===== src/rtl/ahb_resp_mux.sv =====
// ahb_resp_mux: AHB-Lite slave-to-master response mux with a built-in default slave.
// Disabled slots get a two-cycle ERROR response, and those errors are counted.
module ahb_resp_mux #(
    parameter int         DATA_WIDTH = 32,
    parameter logic [3:0] SLAVE_EN   = 4'b1111
) (
    input  logic                  HCLK,
    input  logic                  HRESETn,
    input  logic [1:0]            HSELx_Mux,
    input  logic [1:0]            HTRANS,
    input  logic [DATA_WIDTH-1:0] HRDATA_S0,
    input  logic [DATA_WIDTH-1:0] HRDATA_S1,
    input  logic [DATA_WIDTH-1:0] HRDATA_S2,
    input  logic [DATA_WIDTH-1:0] HRDATA_S3,
    input  logic                  HREADYOUT_S0,
    input  logic                  HREADYOUT_S1,
    input  logic                  HREADYOUT_S2,
    input  logic                  HREADYOUT_S3,
    input  logic                  HRESP_S0,
    input  logic                  HRESP_S1,
    input  logic                  HRESP_S2,
    input  logic                  HRESP_S3,
    output logic [DATA_WIDTH-1:0] HRDATA,
    output logic                  HREADY,
    output logic                  HRESP,
    output logic [7:0]            DEF_ERR_CNT
);
    typedef enum logic {DS_IDLE, DS_ERR2} ds_state_e;

    logic [1:0]            sel_q, sel_d;
    logic                  active_q, active_d;
    ds_state_e             state_q, state_d;
    logic [7:0]            cnt_q, cnt_d;
    logic [DATA_WIDTH-1:0] s_rdata;
    logic                  s_ready, s_resp, slot_en, ds_act;
    logic                  unused_htrans;

    assign unused_htrans = HTRANS[0];
    assign DEF_ERR_CNT   = cnt_q;
    assign slot_en       = SLAVE_EN[sel_q];
    assign ds_act        = active_q && !slot_en;

    // Only the registered slot is looked at, so X on unselected slaves never leaks.
    always_comb begin
        s_rdata = sel_q == 2'd0 ? HRDATA_S0 : sel_q == 2'd1 ? HRDATA_S1 :
                  sel_q == 2'd2 ? HRDATA_S2 : HRDATA_S3;
        s_ready = sel_q == 2'd0 ? HREADYOUT_S0 : sel_q == 2'd1 ? HREADYOUT_S1 :
                  sel_q == 2'd2 ? HREADYOUT_S2 : HREADYOUT_S3;
        s_resp  = sel_q == 2'd0 ? HRESP_S0 : sel_q == 2'd1 ? HRESP_S1 :
                  sel_q == 2'd2 ? HRESP_S2 : HRESP_S3;
    end

    always_comb begin
        HRDATA = '0;
        HREADY = 1'b1;
        HRESP  = 1'b0;
        if (active_q && slot_en) begin
            HRDATA = s_rdata;
            HREADY = s_ready;
            HRESP  = s_resp;
        end else if (ds_act) begin
            HREADY = state_q == DS_ERR2;
            HRESP  = 1'b1;
        end
    end

    always_comb begin
        sel_d    = HREADY ? HSELx_Mux : sel_q;
        active_d = HREADY ? HTRANS[1] : active_q;
        state_d  = (ds_act && state_q == DS_IDLE) ? DS_ERR2 : DS_IDLE;
        cnt_d    = (ds_act && state_q == DS_ERR2 && cnt_q != 8'hFF) ? cnt_q + 8'd1 : cnt_q;
    end

    always_ff @(posedge HCLK or negedge HRESETn) begin
        if (!HRESETn) begin
            sel_q    <= 2'd0;
            active_q <= 1'b0;
            state_q  <= DS_IDLE;
            cnt_q    <= 8'd0;
        end else begin
            sel_q    <= sel_d;
            active_q <= active_d;
            state_q  <= state_d;
            cnt_q    <= cnt_d;
        end
    end
endmodule


===== config.mk =====
export PLATFORM = sky130hd
export DESIGN_NAME = ahb_resp_mux
export DESIGN_NICKNAME = d
export VERILOG_FILES = /design/src/rtl/ahb_resp_mux.sv
export SDC_FILE = /design/constraint.sdc
export NUM_CORES = 1
export LEC_CHECK = 0
export BUFFER_PORTS_ARGS = -buffer_cell sky130_fd_sc_hd__buf_2
export CAP_MARGIN = 10
export CORE_AREA = 2 2 72 74
export DETAILED_ROUTE_END_ITERATION = 10
export DIE_AREA = 0 0 74 76
export HOLD_SLACK_MARGIN = 0.12
export PLACE_DENSITY = 0.73
export SLEW_MARGIN = 20
export SYNTH_ARGS = -nofsm -noshare
export SYNTH_HDL_FRONTEND = slang
export SYNTH_SLANG_ARGS = --single-unit
export TNS_END_PERCENT = 1

===== constraint.sdc =====
create_clock -name HCLK -period 2.64 [get_ports HCLK]
set_clock_uncertainty 0.1 [all_clocks]
set_input_delay 0.264 -clock HCLK [delete_from_list [all_inputs] [get_ports HCLK]]
set_output_delay 0.264 -clock HCLK [all_outputs]
set_load 0.005 [all_outputs]

# Word-level counts from Yosys, hierarchy flattened
# Cells that the tools add are included.
[word_totals]
regBits = 12
inputBits = 142
output_inout_bits = 42
[classes]
n_addsub = 1
n_lt_le_gt_ge = 1
eq_ne = 3
mux = 17
n_bitwise = 1
n_reduce_logical = 7
[op_table]
columns = ["cell", "n"]
rows = [
  ["$mux 32", 4],
  ["$mux 1", 12],
  ["$add 8x1->8 const B", 1],
  ["$ne 8x8->1 const B", 1],
  ["$logic_and 1x1->1", 5],
  ["$lt 2x3->1 const B", 1],
  ["$bmux 1 s2", 1],
  ["$eq 2x1->1 const B", 1],
  ["$eq 2x2->1 const B", 1],
  ["$logic_not 2->1", 1],
  ["$logic_not 1->1", 1],
  ["$not 1->1", 1],
]

# Depth between registers and ports, before layout
[depth]
depth_word = 6
ltp_mapped = 5
ltp_nobuf = 3

# Worst setup path before layout
# Ideal clock, no wire load.
[synth_path]
path_type = "flip-flop to output port"
startpoint = "register sel_q[0]"
endpoint = "output HRDATA[20]"
t_arrival_ps = 1292
t_required_ps = 2276
slack_ps = 984
stages_incl_launch_ff = 5
path_buffers = 2
cell_sequence = "dfrtp_1 -> buf_6 -> buf_6 -> mux4_2 -> and2_1"
[synth_between]
elab_chain_cells = 5
elab_cells_between_ends = 10
classes_between = "eq/ne (2); mux (6); reduce/logical (2)"
[synth_lines]
columns = ["element", "line", "text"]
rows = [
  ["start: declaration", "30", "logic [1:0] sel_q, sel_d;"],
  ["start signal: assignment", "81", "sel_q <= sel_d;"],
  ["$eq 2x2->1", "46", "sel_q == 2'd2 ? HRDATA_S2 : HRDATA_S3;"],
  ["$mux 32", "46", ""],
  ["$mux 32 (2 in series)", "45", "s_rdata = sel_q == 2'd0 ? HRDATA_S0 : sel_q == 2'd1 ? HRDATA_S1 :"],
  ["$mux 32 (*)", "57", "if (active_q && slot_en) begin"],
  ["end: declaration", "23", "output logic [DATA_WIDTH-1:0] HRDATA,"],
]
# Every way passes the cells marked *; elsewhere a longest branch is shown, timed or not. The select of a mux whose other input is x is not followed.

# Worst setup path in the final report
[layout_path]
startpoint = "register sel_q[0]"
endpoint = "output HRDATA[14]"
# Same word-level chain as after synthesis.

==> results.txt <==
- In the final layout, the share of cells above drive strength 1 is 77.1%.
* Largest net degree at the start of global routing: 28
* Sequential cell fraction of total power: 6.6%
* Period utilisation layout: 83.2%
- Slowest-stage cell, CP: sky130_fd_sc_hd__mux4_2
- Number of setup buffers added after CTS: 0
* Post-detailed-route via-to-cell ratio: between 4 and 5
- Top cells by area in the synthesized netlist: sky130_fd_sc_hd__mux4_2 (49%), sky130_fd_sc_hd__and2_1 (16%), sky130_fd_sc_hd__mux4_1 (10%), sky130_fd_sc_hd__dfrtp_1 (5.8%), sky130_fd_sc_hd__buf_4 (4.6%)
* Root buf cell: sky130_fd_sc_hd__clkbuf_8
- The first global-routing pass estimated 7300 microns of wire.
- The worst hold path was traced through 2 stages.
* Final setup margin: 0.444 ns
* Count of port buffers added during placement: between 150 and 200
* CTS-repair resized insts: 0
- H-Tree Depth: 1
- Hold WC Path Type: primary input to register
* Antenna violations before repair: 3
- Total of max-cap violations: 0
- Clock sink total: 3
- Most common library cell in the layout ignoring fill and taps: sky130_fd_sc_hd__buf_2
- The number of cells on the worst reg-to-reg path is 4.
* Register-to-register setup slack: 1.16 ns
- Worst hold path startpoint: HTRANS[1]
- Wire length per cell: 13.7 microns
- Final Routed Wirelength: ~4800 microns
- Leftover overflow at the end of global routing: 0
* Final Hold Viols: 0
- The worst setup path is captured at a primary output.
- TritonCTS built the clock tree.
- The multi-input combinational cells in the finished layout cover a total of 1090 sq um.
- RSZ-0062 raised after global routing: false
- Routability congestion estimate from global placement: 0.735
- Summing all flip-flop and latch instances after layout gives 76.3 sq um.
* Clock insertion delay at the later pin of the skew report: between 0.2 and 0.25 ns
- Critical setup path kind: register to primary output
* Floorplan die width: approximately 74 microns
- Of the total power, combinational logic draws 86.1%.
* Switching Fraction: between 30 and 40%
- Effective utilization at floorplan: 26.4%
* Critical path, cell by cell: buf_4, mux4_2, and2_1, buf_2
- In this run the critical register-to-register path is captured at sel_q[1]$_DFFE_PN0P_.
- The worst setup path is launched from a register.
- The clock period could shrink to 2.20 ns.
- Leakage dissipation: 1.18 nW
- Post-Route Setup TNS: 0 ns
* Worst min-delay path endpoint: active_q$_DFFE_PN0P_
- The internal portion of the total power is ~0.0011 W.
- Data on the critical path is required at its endpoint by roughly 2.3 ns.
- In the routed design, unresolved DRC markers number 0.
- In this run the critical register-to-register path is launched from sel_q[1]$_DFFE_PN0P_.
- Switching power summed over all nets: 0.000671 W
* Stage delay of the slowest cell on the critical path: approximately 0.52 ns
- The core region is 4910 sq um.
* Die area: 5620 sq um
- Vias in the first global route: 1707
- Pin placement for this block handled 184 I/O pins.
- Number of different library cells in the post-synthesis netlist: 23
* Seq/Total Area, Yosys: 5.79%
- Tot GR Track Use: 16.3%
- Yosys warns: 0
- Timing analysis after detailed placement gives a worst setup slack of 0.633 ns.
- Peak fanout along the critical path: 11
- Counting the buffers created by CTS gives 3.
* DR pass1 iterations: 3
- Layout area overhead: 72.4%
- Counting every instance in the synthesized netlist gives 103.
* Max IR drop VDD: 0.474 mV
- Final number of max-transition violations: 0
* Net count, final: 418
- The longest clock path from root to sink contains 2 buffers.
* Placement Rows: 26
- Data on the critical path arrives at its endpoint at 1.83 ns.
- Of all cell types, the one taking the most synthesized area is sky130_fd_sc_hd__mux4_2.
- Average cell area after synthesis: 12.6 sq um
* Most used cells in the layout excluding fill and tap cells: sky130_fd_sc_hd__buf_2 (174), sky130_fd_sc_hd__and2_1 (33), sky130_fd_sc_hd__mux4_2 (28)
- The floorplan step set the die height to 76 microns.
- Status: completed
- Via count: around 1600
- In this run, the number of DRC markers left after iteration 0 of detailed routing was 32.
* Achievable Freq: 0.455 GHz
- Clock slew seen by the registers of the worst setup and hold paths: 0.03 ns
- Of the total power, the clock network draws 7.3%.
- The layout has around 470 filler cells.
- Post-Synthesis Cell Area: about 1300 sq um
* Final ANT Viol Nets: 0
- After synthesis the netlist holds a flip-flop and latch count of 3.
- The share of synthesized area in the top cell type comes to 48.6%.
- Setup violations remaining at the end of the flow were counted as 0.
- For this design the ratio of total power to cell area is 806 nW/um^2.
## layer usage
layer	wire length (microns)	track usage [%]
met1	1500	14.9
met2	2580	31.8
met3	611	6.75
met4	40	4.18
met5	27	0
## power groups by stage
| stage | sequential [W] | clock [W] | combinational (W) |
|---|---|---|---|
| finish | 0.000119 | 0.000131 | 0.00155 |
| global route | 0.000126 | 0.000143 | 0.00172 |
| floorplan | 0.0000835 | 0 | 0.00116 |
| global placement | 0.000121 | 0 | 0.00155 |
| detailed placement | 0.000122 | 0 | 0.00158 |
| CTS | 0.000121 | 0.000134 | 0.00159 |
## worst max path at each step
stage                                     from    endpoint  slack (ns)  depth (start not counted)
after floorplan           sel_q[0]$_DFFE_PN0P_  HRDATA[20]        0.98                          4
after global placement    sel_q[0]$_DFFE_PN0P_  HRDATA[11]        0.66                          4
after detailed placement  sel_q[0]$_DFFE_PN0P_  HRDATA[14]        0.63                          4
after CTS                 sel_q[0]$_DFFE_PN0P_  HRDATA[14]        0.41                          4
after global routing      sel_q[0]$_DFFE_PN0P_  HRDATA[16]        0.35                          4
final                     sel_q[0]$_DFFE_PN0P_  HRDATA[14]        0.44                          4
## area by class of cell
type                       instances  share of cell area (%)
multi-input combinational         86                    48.6
timing repair buffer             180                    41.6
tap                               70                    3.91
sequential                         3                    3.41
clock buffer                       4                    2.01
inverter                           2                   0.336
antenna                            1                   0.112
## per-stage QoR
step                      util, %  instance area [sq um]  instances  total power (W)  hold WS [ns]
after detailed placement     44.4                   2180        340          0.00171       -0.0360
after CTS                    45.5                   2230        345          0.00184         0.132
after global placement       44.4                   2180        340          0.00167       -0.0365
final                        45.5                   2240        346          0.00180         0.136
after floorplan                 -                   1320        110          0.00124        -0.132
after global routing         45.5                   2230        345          0.00199         0.129
## sequential cells by signal (all words and copies together) (netlist names)
| register | flops |
|---|---|
| active_q | 1 |
| sel_q | 2 |
## logic make-up after synthesis
logic type / share of synthesized area [%]
AO/OA/AOI/OAI: 3.57
AND/OR/NAND/NOR: 18.4
multiplexers: 59.5
buffers and inverters: 12.4
flip-flops: 5.79
other: 0.289
## timing repair
item	in CTS	in global routing
hold buffers	1	0
setup endpoints to repair	0	0
endpoints found under the hold margin	3	0
## critical path, delay by kind of cell (launching register included)
kind | cells | cell delay, ns
flops | 1 | 0.50
simple gates | 1 | 0.17
mux | 1 | 0.52
buf+inv | 2 | 0.41
## synthesized netlist by cell type
cell,count
sky130_fd_sc_hd__and2_1,33
sky130_fd_sc_hd__mux4_2,28
sky130_fd_sc_hd__buf_4,8
sky130_fd_sc_hd__mux4_1,5
sky130_fd_sc_hd__buf_2,4
sky130_fd_sc_hd__clkbuf_1,3
sky130_fd_sc_hd__dfrtp_1,3
sky130_fd_sc_hd__buf_12,2
sky130_fd_sc_hd__buf_6,2
sky130_fd_sc_hd__inv_1,2
sky130_fd_sc_hd__a21o_1,1
sky130_fd_sc_hd__a22o_1,1
sky130_fd_sc_hd__a31oi_1,1
sky130_fd_sc_hd__and3b_1,1
sky130_fd_sc_hd__conb_1,1
sky130_fd_sc_hd__mux2i_1,1
sky130_fd_sc_hd__nand2_1,1
sky130_fd_sc_hd__nand2b_1,1
sky130_fd_sc_hd__nand3b_1,1
sky130_fd_sc_hd__o2111ai_1,1
sky130_fd_sc_hd__o211a_1,1
sky130_fd_sc_hd__o21ai_0,1
sky130_fd_sc_hd__or2_2,1
No activity file was read; power rests on OpenSTA's default activity.
